`config.mk`:
```
export PLATFORM = sky130hd
export DESIGN_NAME = id_stage
export DESIGN_NICKNAME = d
export VERILOG_FILES = /design/src/rtl/id_stage_pkg.sv /design/src/rtl/id_imm_gen.sv /design/src/rtl/id_stage.sv
export SDC_FILE = /design/constraint.sdc
export NUM_CORES = 1
export LEC_CHECK = 0
export BUFFER_PORTS_ARGS = -buffer_cell sky130_fd_sc_hd__buf_2
export CAP_MARGIN = 5
export CORE_AREA = 2 2 260 262
export DETAILED_ROUTE_END_ITERATION = 7
export DIE_AREA = 0 0 262 264
export HOLD_SLACK_MARGIN = 0.08
export SYNTH_ARGS = -nofsm -noshare
export SYNTH_HDL_FRONTEND = slang
export SYNTH_SLANG_ARGS = --single-unit
```
`constraint.sdc`:
```
create_clock -name clk -period 7.3 [get_ports clk]
set_clock_uncertainty 0.15 [all_clocks]
set_input_delay 0.365 -clock clk [delete_from_list [all_inputs] [get_ports clk]]
set_output_delay 0.365 -clock clk [all_outputs]
set_load 0.005 [all_outputs]
```
`src/rtl/id_stage_pkg.sv`:
```
// Shared decode constants for the RV64 instruction-decode stage.
package id_stage_pkg;

  // Major opcodes (inst[6:0])
  localparam logic [6:0] OPC_LUI       = 7'b0110111;
  localparam logic [6:0] OPC_AUIPC     = 7'b0010111;
  localparam logic [6:0] OPC_JAL       = 7'b1101111;
  localparam logic [6:0] OPC_JALR      = 7'b1100111;
  localparam logic [6:0] OPC_BRANCH    = 7'b1100011;
  localparam logic [6:0] OPC_LOAD      = 7'b0000011;
  localparam logic [6:0] OPC_STORE     = 7'b0100011;
  localparam logic [6:0] OPC_OP_IMM    = 7'b0010011;
  localparam logic [6:0] OPC_OP        = 7'b0110011;
  localparam logic [6:0] OPC_OP_IMM_32 = 7'b0011011;
  localparam logic [6:0] OPC_OP_32     = 7'b0111011;

  // funct3 codes for loads/stores and the OP/OP-32 ALU groups
  localparam logic [2:0] F3_LB  = 3'b000;
  localparam logic [2:0] F3_LH  = 3'b001;
  localparam logic [2:0] F3_LW  = 3'b010;
  localparam logic [2:0] F3_LD  = 3'b011;
  localparam logic [2:0] F3_LBU = 3'b100;
  localparam logic [2:0] F3_LHU = 3'b101;
  localparam logic [2:0] F3_LWU = 3'b110;
  localparam logic [2:0] F3_SB  = 3'b000;
  localparam logic [2:0] F3_SH  = 3'b001;
  localparam logic [2:0] F3_SW  = 3'b010;
  localparam logic [2:0] F3_SD  = 3'b011;
  localparam logic [2:0] F3_ADD = 3'b000;
  localparam logic [2:0] F3_SLL = 3'b001;
  localparam logic [2:0] F3_SRL = 3'b101;

  // funct7 codes valid for OP and OP-32
  localparam logic [6:0] F7_BASE = 7'b0000000;
  localparam logic [6:0] F7_ALT  = 7'b0100000;

  // Canonical NOP: ADDI x0, x0, 0
  localparam logic [31:0] INST_NOP = 32'h0000_0013;

  typedef enum logic [2:0] {
    IMM_NONE,
    IMM_I,
    IMM_S,
    IMM_B,
    IMM_U,
    IMM_J
  } imm_type_e;

  typedef enum logic [1:0] {
    OP1_RS1,
    OP1_PC,
    OP1_ZERO
  } op1_sel_e;

endpackage

```
`src/rtl/id_imm_gen.sv`:
```
// Combinational immediate generator: assembles the 32-bit immediate for each
// format and sign-extends it to XLEN from bit 31.
module id_imm_gen
  import id_stage_pkg::*;
#(
  parameter int XLEN = 64
) (
  input  logic [31:7]             inst_i,
  input  imm_type_e               imm_type_i,
  output logic signed [XLEN-1:0]  imm_o
);

  logic signed [31:0] imm32;

  // Assemble the immediate bits for the selected instruction format
  always_comb begin
    imm32 = '0;
    case (imm_type_i)
      IMM_I:   imm32 = {{20{inst_i[31]}}, inst_i[31:20]};
      IMM_S:   imm32 = {{20{inst_i[31]}}, inst_i[31:25], inst_i[11:7]};
      IMM_B:   imm32 = {{19{inst_i[31]}}, inst_i[31], inst_i[7], inst_i[30:25], inst_i[11:8], 1'b0};
      IMM_U:   imm32 = {inst_i[31:12], 12'b0};
      IMM_J:   imm32 = {{11{inst_i[31]}}, inst_i[31], inst_i[19:12], inst_i[20], inst_i[30:21], 1'b0};
      default: imm32 = '0;
    endcase
  end

  // Signed size cast sign-extends to the datapath width
  assign imm_o = XLEN'(imm32);

endmodule

```
`src/rtl/id_stage.sv`:
```
// Registered RV64I decode stage with writeback bypass, load-use stall and
// valid/ready handshakes on both sides.
module id_stage
  import id_stage_pkg::*;
#(
  parameter int XLEN       = 64,
  parameter int REG_ADDR_W = 5
) (
  input  logic                  clk,
  input  logic                  rst,
  input  logic                  in_valid,
  output logic                  in_ready,
  input  logic [31:0]           inst_i,
  input  logic [XLEN-1:0]       inst_addr_i,
  output logic [REG_ADDR_W-1:0] rs1_addr_o,
  output logic [REG_ADDR_W-1:0] rs2_addr_o,
  input  logic [XLEN-1:0]       rs1_data_i,
  input  logic [XLEN-1:0]       rs2_data_i,
  input  logic                  wb_wen_i,
  input  logic [REG_ADDR_W-1:0] wb_addr_i,
  input  logic [XLEN-1:0]       wb_data_i,
  input  logic                  flush_i,
  output logic                  out_valid,
  input  logic                  out_ready,
  output logic [31:0]           inst_o,
  output logic [XLEN-1:0]       inst_addr_o,
  output logic [XLEN-1:0]       op1_o,
  output logic [XLEN-1:0]       op2_o,
  output logic [XLEN-1:0]       rs2_val_o,
  output logic [XLEN-1:0]       imm_o,
  output logic [REG_ADDR_W-1:0] rd_addr_o,
  output logic                  reg_wen_o,
  output logic                  is_load_o,
  output logic                  illegal_o
);

  // Source read with same-cycle writeback bypass; x0 always reads zero
  function automatic logic [XLEN-1:0] read_src(
    input logic [REG_ADDR_W-1:0] addr,
    input logic [XLEN-1:0]       rf_data,
    input logic                  wen,
    input logic [REG_ADDR_W-1:0] waddr,
    input logic [XLEN-1:0]       wdata
  );
    if (addr == '0)                          return '0;
    else if (wen && waddr != '0 && waddr == addr) return wdata;
    else                                     return rf_data;
  endfunction

  logic [6:0]              opcode;
  logic [6:0]              funct7;
  logic                    unused_funct3;
  logic                    use_rs1, use_rs2, op2_is_rs2, wen_d, load_d, illegal_d;
  imm_type_e               imm_type;
  op1_sel_e                op1_sel;
  logic signed [XLEN-1:0]  imm_d;
  logic [XLEN-1:0]         rs1_val, rs2_val, op1_d, op2_d;
  logic [REG_ADDR_W-1:0]   rd_d;
  logic                    adv, hazard;

  // Stage p1 (id/ex register) contents
  logic                    vld_p1;
  logic [31:0]             inst_p1;
  logic [XLEN-1:0]         pc_p1, op1_p1, op2_p1, rs2_val_p1, imm_p1;
  logic [REG_ADDR_W-1:0]   rd_p1;
  logic                    wen_p1, load_p1, illegal_p1;

  assign opcode        = inst_i[6:0];
  assign funct7        = inst_i[31:25];
  assign unused_funct3 = ^inst_i[14:12];

  // Opcode decode: source usage, immediate format, operand selects, legality
  always_comb begin
    use_rs1    = 1'b0;
    use_rs2    = 1'b0;
    op2_is_rs2 = 1'b0;
    wen_d      = 1'b0;
    load_d     = 1'b0;
    illegal_d  = 1'b0;
    imm_type   = IMM_NONE;
    op1_sel    = OP1_RS1;
    case (opcode)
      OPC_LUI:    begin imm_type = IMM_U; op1_sel = OP1_ZERO; wen_d = 1'b1; end
      OPC_AUIPC:  begin imm_type = IMM_U; op1_sel = OP1_PC;   wen_d = 1'b1; end
      OPC_JAL:    begin imm_type = IMM_J; op1_sel = OP1_PC;   wen_d = 1'b1; end
      OPC_JALR:   begin use_rs1 = 1'b1; imm_type = IMM_I; wen_d = 1'b1; end
      OPC_BRANCH: begin use_rs1 = 1'b1; use_rs2 = 1'b1; op2_is_rs2 = 1'b1; imm_type = IMM_B; end
      OPC_LOAD:   begin use_rs1 = 1'b1; imm_type = IMM_I; wen_d = 1'b1; load_d = 1'b1; end
      OPC_STORE:  begin use_rs1 = 1'b1; use_rs2 = 1'b1; imm_type = IMM_S; end
      OPC_OP_IMM: begin use_rs1 = 1'b1; imm_type = IMM_I; wen_d = 1'b1; end
      OPC_OP: begin
        use_rs1 = 1'b1; use_rs2 = 1'b1; op2_is_rs2 = 1'b1; wen_d = 1'b1;
        illegal_d = (funct7 != F7_BASE) && (funct7 != F7_ALT);
      end
      OPC_OP_IMM_32: begin
        if (XLEN == 32) illegal_d = 1'b1;
        else begin use_rs1 = 1'b1; imm_type = IMM_I; wen_d = 1'b1; end
      end
      OPC_OP_32: begin
        if (XLEN == 32) illegal_d = 1'b1;
        else begin use_rs1 = 1'b1; use_rs2 = 1'b1; op2_is_rs2 = 1'b1; wen_d = 1'b1; end
      end
      default: illegal_d = 1'b1;
    endcase
    if (illegal_d) begin
      use_rs1  = 1'b0;
      use_rs2  = 1'b0;
      wen_d    = 1'b0;
      load_d   = 1'b0;
      imm_type = IMM_NONE;
    end
  end

  id_imm_gen #(.XLEN(XLEN)) u_imm_gen (
    .inst_i     (inst_i[31:7]),
    .imm_type_i (imm_type),
    .imm_o      (imm_d)
  );

  assign rs1_addr_o = use_rs1 ? REG_ADDR_W'(inst_i[19:15]) : '0;
  assign rs2_addr_o = use_rs2 ? REG_ADDR_W'(inst_i[24:20]) : '0;
  assign rs1_val    = read_src(rs1_addr_o, rs1_data_i, wb_wen_i, wb_addr_i, wb_data_i);
  assign rs2_val    = read_src(rs2_addr_o, rs2_data_i, wb_wen_i, wb_addr_i, wb_data_i);
  assign rd_d       = illegal_d ? '0 : REG_ADDR_W'(inst_i[11:7]);

  // Operand selection; illegal encodings issue with zeroed operands
  always_comb begin
    op1_d = '0;
    op2_d = '0;
    if (!illegal_d) begin
      case (op1_sel)
        OP1_PC:   op1_d = inst_addr_i;
        OP1_ZERO: op1_d = '0;
        default:  op1_d = rs1_val;
      endcase
      op2_d = op2_is_rs2 ? rs2_val : imm_d;
    end
  end

  // Handshake: unused sources are zero, so a match with rd!=0 is a real use
  assign adv      = !vld_p1 || out_ready;
  assign hazard   = vld_p1 && load_p1 && (rd_p1 != '0) &&
                    ((rs1_addr_o == rd_p1) || (rs2_addr_o == rd_p1));
  assign in_ready = adv && !hazard && !flush_i;

  // Stage p0 -> p1: id/ex register; reset over flush over advance
  always_ff @(posedge clk) begin
    if (!rst) begin
      vld_p1     <= 1'b0;
      inst_p1    <= '0;
      pc_p1      <= '0;
      op1_p1     <= '0;
      op2_p1     <= '0;
      rs2_val_p1 <= '0;
      imm_p1     <= '0;
      rd_p1      <= '0;
      wen_p1     <= 1'b0;
      load_p1    <= 1'b0;
      illegal_p1 <= 1'b0;
    end else if (flush_i) begin
      vld_p1     <= 1'b0;
    end else if (adv) begin
      vld_p1     <= in_valid && in_ready;
      inst_p1    <= inst_i;
      pc_p1      <= inst_addr_i;
      op1_p1     <= op1_d;
      op2_p1     <= op2_d;
      rs2_val_p1 <= rs2_val;
      imm_p1     <= imm_d;
      rd_p1      <= rd_d;
      wen_p1     <= wen_d && (rd_d != '0);
      load_p1    <= load_d;
      illegal_p1 <= illegal_d;
    end
  end

  assign out_valid   = vld_p1;
  assign inst_o      = inst_p1;
  assign inst_addr_o = pc_p1;
  assign op1_o       = op1_p1;
  assign op2_o       = op2_p1;
  assign rs2_val_o   = rs2_val_p1;
  assign imm_o       = imm_p1;
  assign rd_addr_o   = rd_p1;
  assign reg_wen_o   = wen_p1;
  assign is_load_o   = load_p1;
  assign illegal_o   = illegal_p1;

endmodule

```
==> Yosys cells after proc, flatten, opt, wreduce, memory -nomap -nowiden <==
Index checks and enable logic that the tools add are counted.
{ "classes": {"bitwise_logic": 2, "eq_ne": 23, "reduce_logical": 32, "n_mux": 25} }
{ "op_table": {"columns": ["operator", "count"], "rows": [
  ["64-bit two-way mux", 7],
  ["32-bit one-hot mux with 5 select lines", 1],
  ["64-bit one-hot mux with 2 select lines", 1],
  ["7-bit by 6-bit equality test with 1-bit output, second input constant", 4],
  ["7-bit by 5-bit equality test with 1-bit output, second input constant", 3],
  ["7-bit equality test, second input constant", 3],
  ["5-bit equality test", 4],
  ["5-bit two-way mux", 3],
  ["3-bit one-hot mux with 5 select lines", 1],
  ["5-bit nonzero test", 3],
  ["1-bit logical AND", 11],
  ["5-bit logical NOT", 2],
  ["10-bit OR reduction", 1],
  ["1-bit two-way mux", 9],
  ["9-bit OR reduction", 1],
  ["4-bit OR reduction", 2],
  ["8-bit OR reduction", 1],
  ["7-bit by 2-bit equality test with 1-bit output, second input constant", 1],
  ["7-bit by 6-bit != test with 1-bit output, second input constant", 1],
  ["7-bit nonzero test", 1],
  ["3-bit by 2-bit equality test with 1-bit output, second input constant", 2],
  ["3-bit equality test, second input constant", 2],
  ["2-bit OR reduction", 3],
  ["2-bit one-hot mux with 2 select lines", 1],
  ["10 further kinds", 14]
]} }
{ "totals": {"inputBits": 299, "wordCells": 93, "ff_bits": 329, "out_inout_bits": 372} }

==> Depth between registers and ports, before layout <==
{ "logic_depth": {"word_depth": 12, "depth_mapped": 15, "depth_no_buf": 10} }

==> Hierarchy <==
Synthesis repeated with hierarchy kept, for this count alone.
{ "unflattened": {"cells_unflattened": 1904, "area_unflattened_um2": 16273.1} }
{ "modules_own_cells": {"columns": ["module", "seq_area_each_um2", "cells_each", "instances", "area_each_um2"], "rows": [
  ["id_stage", 7226.9, 1806, 1, 15642.5],
  ["id_imm_gen", 0.0, 98, 1, 630.6]
]} }

==> Least setup slack after synthesis <==
OpenSTA, ideal clock, no wires.
{ "synth_path": {"path_type": "input to register", "start": "in inst_i[4]", "end": "reg op1_p1[10], in the netlist op1_o[10]", "stages": 15, "path_buffers": 6, "slack_ps": 3845, "setup_time_ps": 74, "arrival_ps": 3231, "required_ps": 7076, "cell_sequence": "buf_4 -> or3b_1 -> buf_2 -> nor2_1 -> clkbuf_1 -> clkbuf_1 -> nand2_1 -> ha_1 -> inv_1 -> clkbuf_1 -> clkbuf_1 -> a21o_1 -> nor2_1 -> mux2_1 -> nor3_2"} }
{ "synth_via": {"elab_chain_len": 11, "word_cells_on_any_way": 28, "cone_classes": "eq/ne: 14; mux: 9; reduce/logical: 5"} }
{ "synth_lines": {"columns": ["item", "line_no", "source"], "rows": [
  ["start: declaration", "id_stage.sv:13", "input logic [31:0] inst_i,"],
  ["7-bit by 6-bit equality test with 1-bit output (tied with other cells)", "id_stage.sv:82", "case (opcode)"],
  ["10-bit OR reduction (no line) or 8-bit OR reduction (tied branches)", null, null],
  ["1-bit one-hot mux with 2 select lines or 1-bit two-way mux (tied branches)", null, null],
  ["1-bit two-way mux", "id_stage.sv:105", "if (illegal_d) begin"],
  ["5-bit two-way mux", "id_stage.sv:120", "assign rs1_addr_o = use_rs1 ? REG_ADDR_W'(inst_i[19:15]) : '0;"],
  ["5-bit equality test", "id_stage.sv:46", "else if (wen && waddr != '0 && waddr == addr) return wdata;"],
  ["1-bit logical AND", "id_stage.sv:46", null],
  ["64-bit two-way mux", "id_stage.sv:46", null],
  ["64-bit two-way mux", "id_stage.sv:45", "if (addr == '0) return '0;"],
  ["64-bit one-hot mux with 2 select lines", "id_stage.sv:131", "case (op1_sel)"],
  ["64-bit two-way mux *", "id_stage.sv:130", "if (!illegal_d) begin"],
  ["end signal: assignment", "id_stage.sv:166", "op1_p1 <= op1_d;"],
  ["end: declaration", "id_stage.sv:64", "logic [XLEN-1:0] pc_p1, op1_p1, op2_p1, rs2_val_p1, imm_p1;"]
]} }
Mark *: on every way between the ends. The rest lies on a longest branch, timed or not.
A chain may end at the register's enable or synchronous reset.

==> Final worst setup path <==
{ "layout_path": {"start": "in inst_i[4]", "end": "reg op1_p1[26], in the netlist op1_o[26]"} }
The elaborated chain is that of the path after synthesis.

==> impl_metrics.env <==
export IMPL_maxCapViolCount=0
export IMPL_fmax_ghz=0.2278
export IMPL_p_comb_share_pct=13.5
export IMPL_synth_cells=2065
export IMPL_dp_cells=3400
export IMPL_die_y_um=264
export IMPL_ys_ff_latch=329
export IMPL_nFillCells=6895
export IMPL_synth_top_cell_by_area="dfxtp_1"
export IMPL_finalCritPeriodShare_pct=60.14
export IMPL_clock_path_buffers=3
export IMPL_hp_class="input port to flop"
export IMPL_status="completed"
export IMPL_cts_root_buf="clkbuf_16"
export IMPL_p_sw_mw=1.250
export IMPL_worst_path_largest_cell_delay_ps=840
export IMPL_ys_types=74
export IMPL_wl_per_cell_um=22.70
export IMPL_seqPwrFrac_pct=40.7
export IMPL_power_density_mw_per_mm2=188.8
export IMPL_path_cells="dlygate4sd3_1 > buf_2 > nor2b_1 > o32ai_1 > and4_4 > buf_4 > nand4_1 > a31oi_1 > dlygate4sd3_1"
export IMPL_synth_top_flop_cell="dfxtp_1"
export IMPL_grt_usage_pct=23.24
export IMPL_vias=19620
export IMPL_drive_above_1_share_pct=28.01
export IMPL_dp_hpwl_um=59300
export IMPL_relSlewSlack_pct=21.76
export IMPL_worstHoldStart="rs2_data_i[25]"
export IMPL_post_route_util_pct=36.38
export IMPL_worstReg2RegEnd="op1_o[28]"
export IMPL_worstPathArrival_ps=4740
export IMPL_async_flop_share_pct=0
export IMPL_met3_usage_pct=4.395
export IMPL_path_clk_slew_ps=60
export IMPL_gp_congestion=0.8849
export IMPL_synth_avg_cell_area_um2=7.856
export IMPL_ff_latch_area_mm2=0.006586
export IMPL_synth_edf_count=0
export IMPL_critPathMostFrequentCell="dlygate4sd3_1"
export IMPL_finalSetupViolCount=0
export IMPL_grt_first_pass_wirelength_um=121100
export IMPL_rows=95
export IMPL_worstMarginPinSlew_ps=1174
export IMPL_gr_usage_met1_pct=29.99
export IMPL_first_pass_iters=5
export IMPL_clock_latency_ps=560
export IMPL_rsz0062_at_grt="no"
export IMPL_io_buffers=670
export IMPL_clkPwrFrac_pct=45.8
export IMPL_intPower_mw=3.321
export IMPL_crit_path_top_delay_cell="and4_4"
export IMPL_setup_tns_final_ps=0
export IMPL_ant_nets=0
export IMPL_num_io_pins=671
export IMPL_die_area_mm2=0.06917
export IMPL_holdPathEnd="rs2_val_o[25]"
export IMPL_multi_input_area_mm2=0.008581
export IMPL_final_nets=3167
export IMPL_synth_top_cells_by_count="432 x nand2_1, 329 x dfxtp_1, 188 x o21ai_0"
export IMPL_path_delay_family="buffers and inverters"
export IMPL_critPathRequiredTime_ps=7650
export IMPL_ys_warn_count=0
export IMPL_r2r_start="out_valid"
export IMPL_grt_pass1_vias=18370
export IMPL_post_synth_instance_area_mm2=0.01622
export IMPL_reg2reg_setup_slack_ps=3520
export IMPL_synth_most_common_cell="nand2_1"
export IMPL_path_buf_inv=4
export IMPL_cts_resized=0
export IMPL_start_util_pct=24.37
export IMPL_cts_buffers=40
export IMPL_cts_sinks=329
export IMPL_grt_max_degree=136
export IMPL_drtIter0Drc=1860
export IMPL_critPathKind="input port to flop"
export IMPL_ir_drop_v=0.0001354
export IMPL_final_max_slew_viol_count=0
export IMPL_tritoncts="built"
export IMPL_core_area_mm2=0.06656
export IMPL_met2_usage_pct=38.35
export IMPL_area_delta_synth_final_pct=49.28
export IMPL_drc_errors=0
export IMPL_path_max_fanout=78
export IMPL_instances_no_fill=3779
export IMPL_post_drt_via_cell_ratio=5.191
export IMPL_antenna_found_initial=13
export IMPL_hold_depth=3
export IMPL_power_leakage_nw=10.68
export IMPL_netlist_area_leader_share_pct=40.60
export IMPL_reg2regPathDepth=8
export IMPL_drt_wl_total_um=85770
export IMPL_grt_ovfl_total=0
export IMPL_htreeDepth=2
export IMPL_setup_worst_path_end_class="flop"
export IMPL_swShare_pct=27.35
export IMPL_synth_seq_area_share_pct=40.60
export IMPL_ys_top_cells_by_area="dfxtp_1 41%, nand2_1 10%, o21ai_0 5.8%"
export IMPL_post_route_min_period_ps=4390
export IMPL_final_hold_viol_count=0
export IMPL_synthesis_nets=2365
export IMPL_die_w_um=262
export IMPL_top_usage_layer="met2"
export IMPL_cp_start_kind="input port"
==> worst max path at each step <==
| stage | start | to | slack (ps) | cells past startpoint |
|---|---|---|---|---|
| floorplan | inst_i[4] | op1_o[10] | 3840 | 15 |
| detailed placement | rst | rs2_val_o[47] | 3250 | 6 |
| global placement | rst | rs2_val_o[28] | 3260 | 6 |
| finish | inst_i[4] | op1_o[26] | 2910 | 9 |
| global route | inst_i[4] | op1_o[26] | 2720 | 9 |
| CTS | inst_i[4] | op1_o[26] | 3010 | 9 |
==> power by group through the flow <==
stage | clock, mW | combinational [mW] | sequential (mW)
after floorplan | 0 | 0.225 | 1.90
after global placement | 0 | 0.499 | 1.90
after detailed placement | 0 | 0.501 | 1.90
after CTS | 2.12 | 0.611 | 1.86
after global routing | 2.20 | 0.659 | 1.86
final | 2.09 | 0.618 | 1.86
==> repair_timing <==
item                                    CTS  global route
hold endpoints to repair                286             0
endpoints found under the setup margin    0             0
hold buffers                            298             0
setup buffers                             0             0
==> placed cells by master, fill, tap and decap left out, drive strengths merged, types with 15 or more instances in the layout <==
cell type / n
a21o: 19
a31oi: 95
o21ai: 197
mux2i: 46
o211ai: 35
and2: 17
nor3: 34
clkbuf: 53
nand2: 432
and3: 48
a221oi: 26
mux2: 26
dfxtp: 329
buf: 696
a22oi: 18
nand3: 29
nor2: 87
dlygate4sd3: 298
a32o: 21
a22o: 17
nand3b: 53
a211oi: 15
a21oi: 127
nand4: 52
==> kinds of logic after synthesis <==
kind of cell	count (synthesis)	share of synthesized area (%)
AO/OA/AOI/OAI	624	24.24
XOR/XNOR	12	0.6479
adder cells (fa/ha/maj)	1	0.07711
buffers and inverters	243	6.910
flip-flops	329	40.60
multiplexers	72	4.643
AND/OR/NAND/NOR	784	22.88
==> layout make-up <==
class | instances | area share, %
clock buffer | 53 | 4.624
antenna | 11 | 0.1137
tap | 873 | 4.510
clock inverter | 17 | 0.9300
sequential | 329 | 27.20
multi-input combinational | 1493 | 35.43
timing repair buffer | 994 | 27.03
inverter | 9 | 0.1602
==> sequential cells by signal (all words and copies together), names as in the netlist, 5 cells and up <==
| register | count |
|---|---|
| inst_addr_o | 64 |
| op1_o | 64 |
| op2_o | 64 |
| rs2_val_o | 64 |
| imm_o | 32 |
| inst_o | 32 |
| rd_addr_o | 5 |
==> stage by stage <==
step / hold slack [ps] / cell area [um^2] / total power, mW / setup slack (ps)
detailed placement: 287.4 / 19860 / 2.399 / 3247
global route: 106.2 / 24210 / 4.721 / 2720
finish: 84.64 / 24220 / 4.571 / 2910
global placement: 280.5 / 19860 / 2.397 / 3256
CTS: 83.37 / 24190 / 4.592 / 3012
floorplan: 296.0 / 16220 / 2.126 / 3845
==> per-layer routing <==
metal | vias to the layer above | wire (um)
li1 | 9021 | -
met1 | 9464 | 35930
met2 | 933 | 40550
met3 | 200 | 6200
met4 | 0 | 3083
met5 | - | 0
==> worst min-delay path, stage by stage <==
cell	delay (ps)
buf_2	80
mux2i_1	130
o21ai_0	180
(Power assumes the default switching activity.)
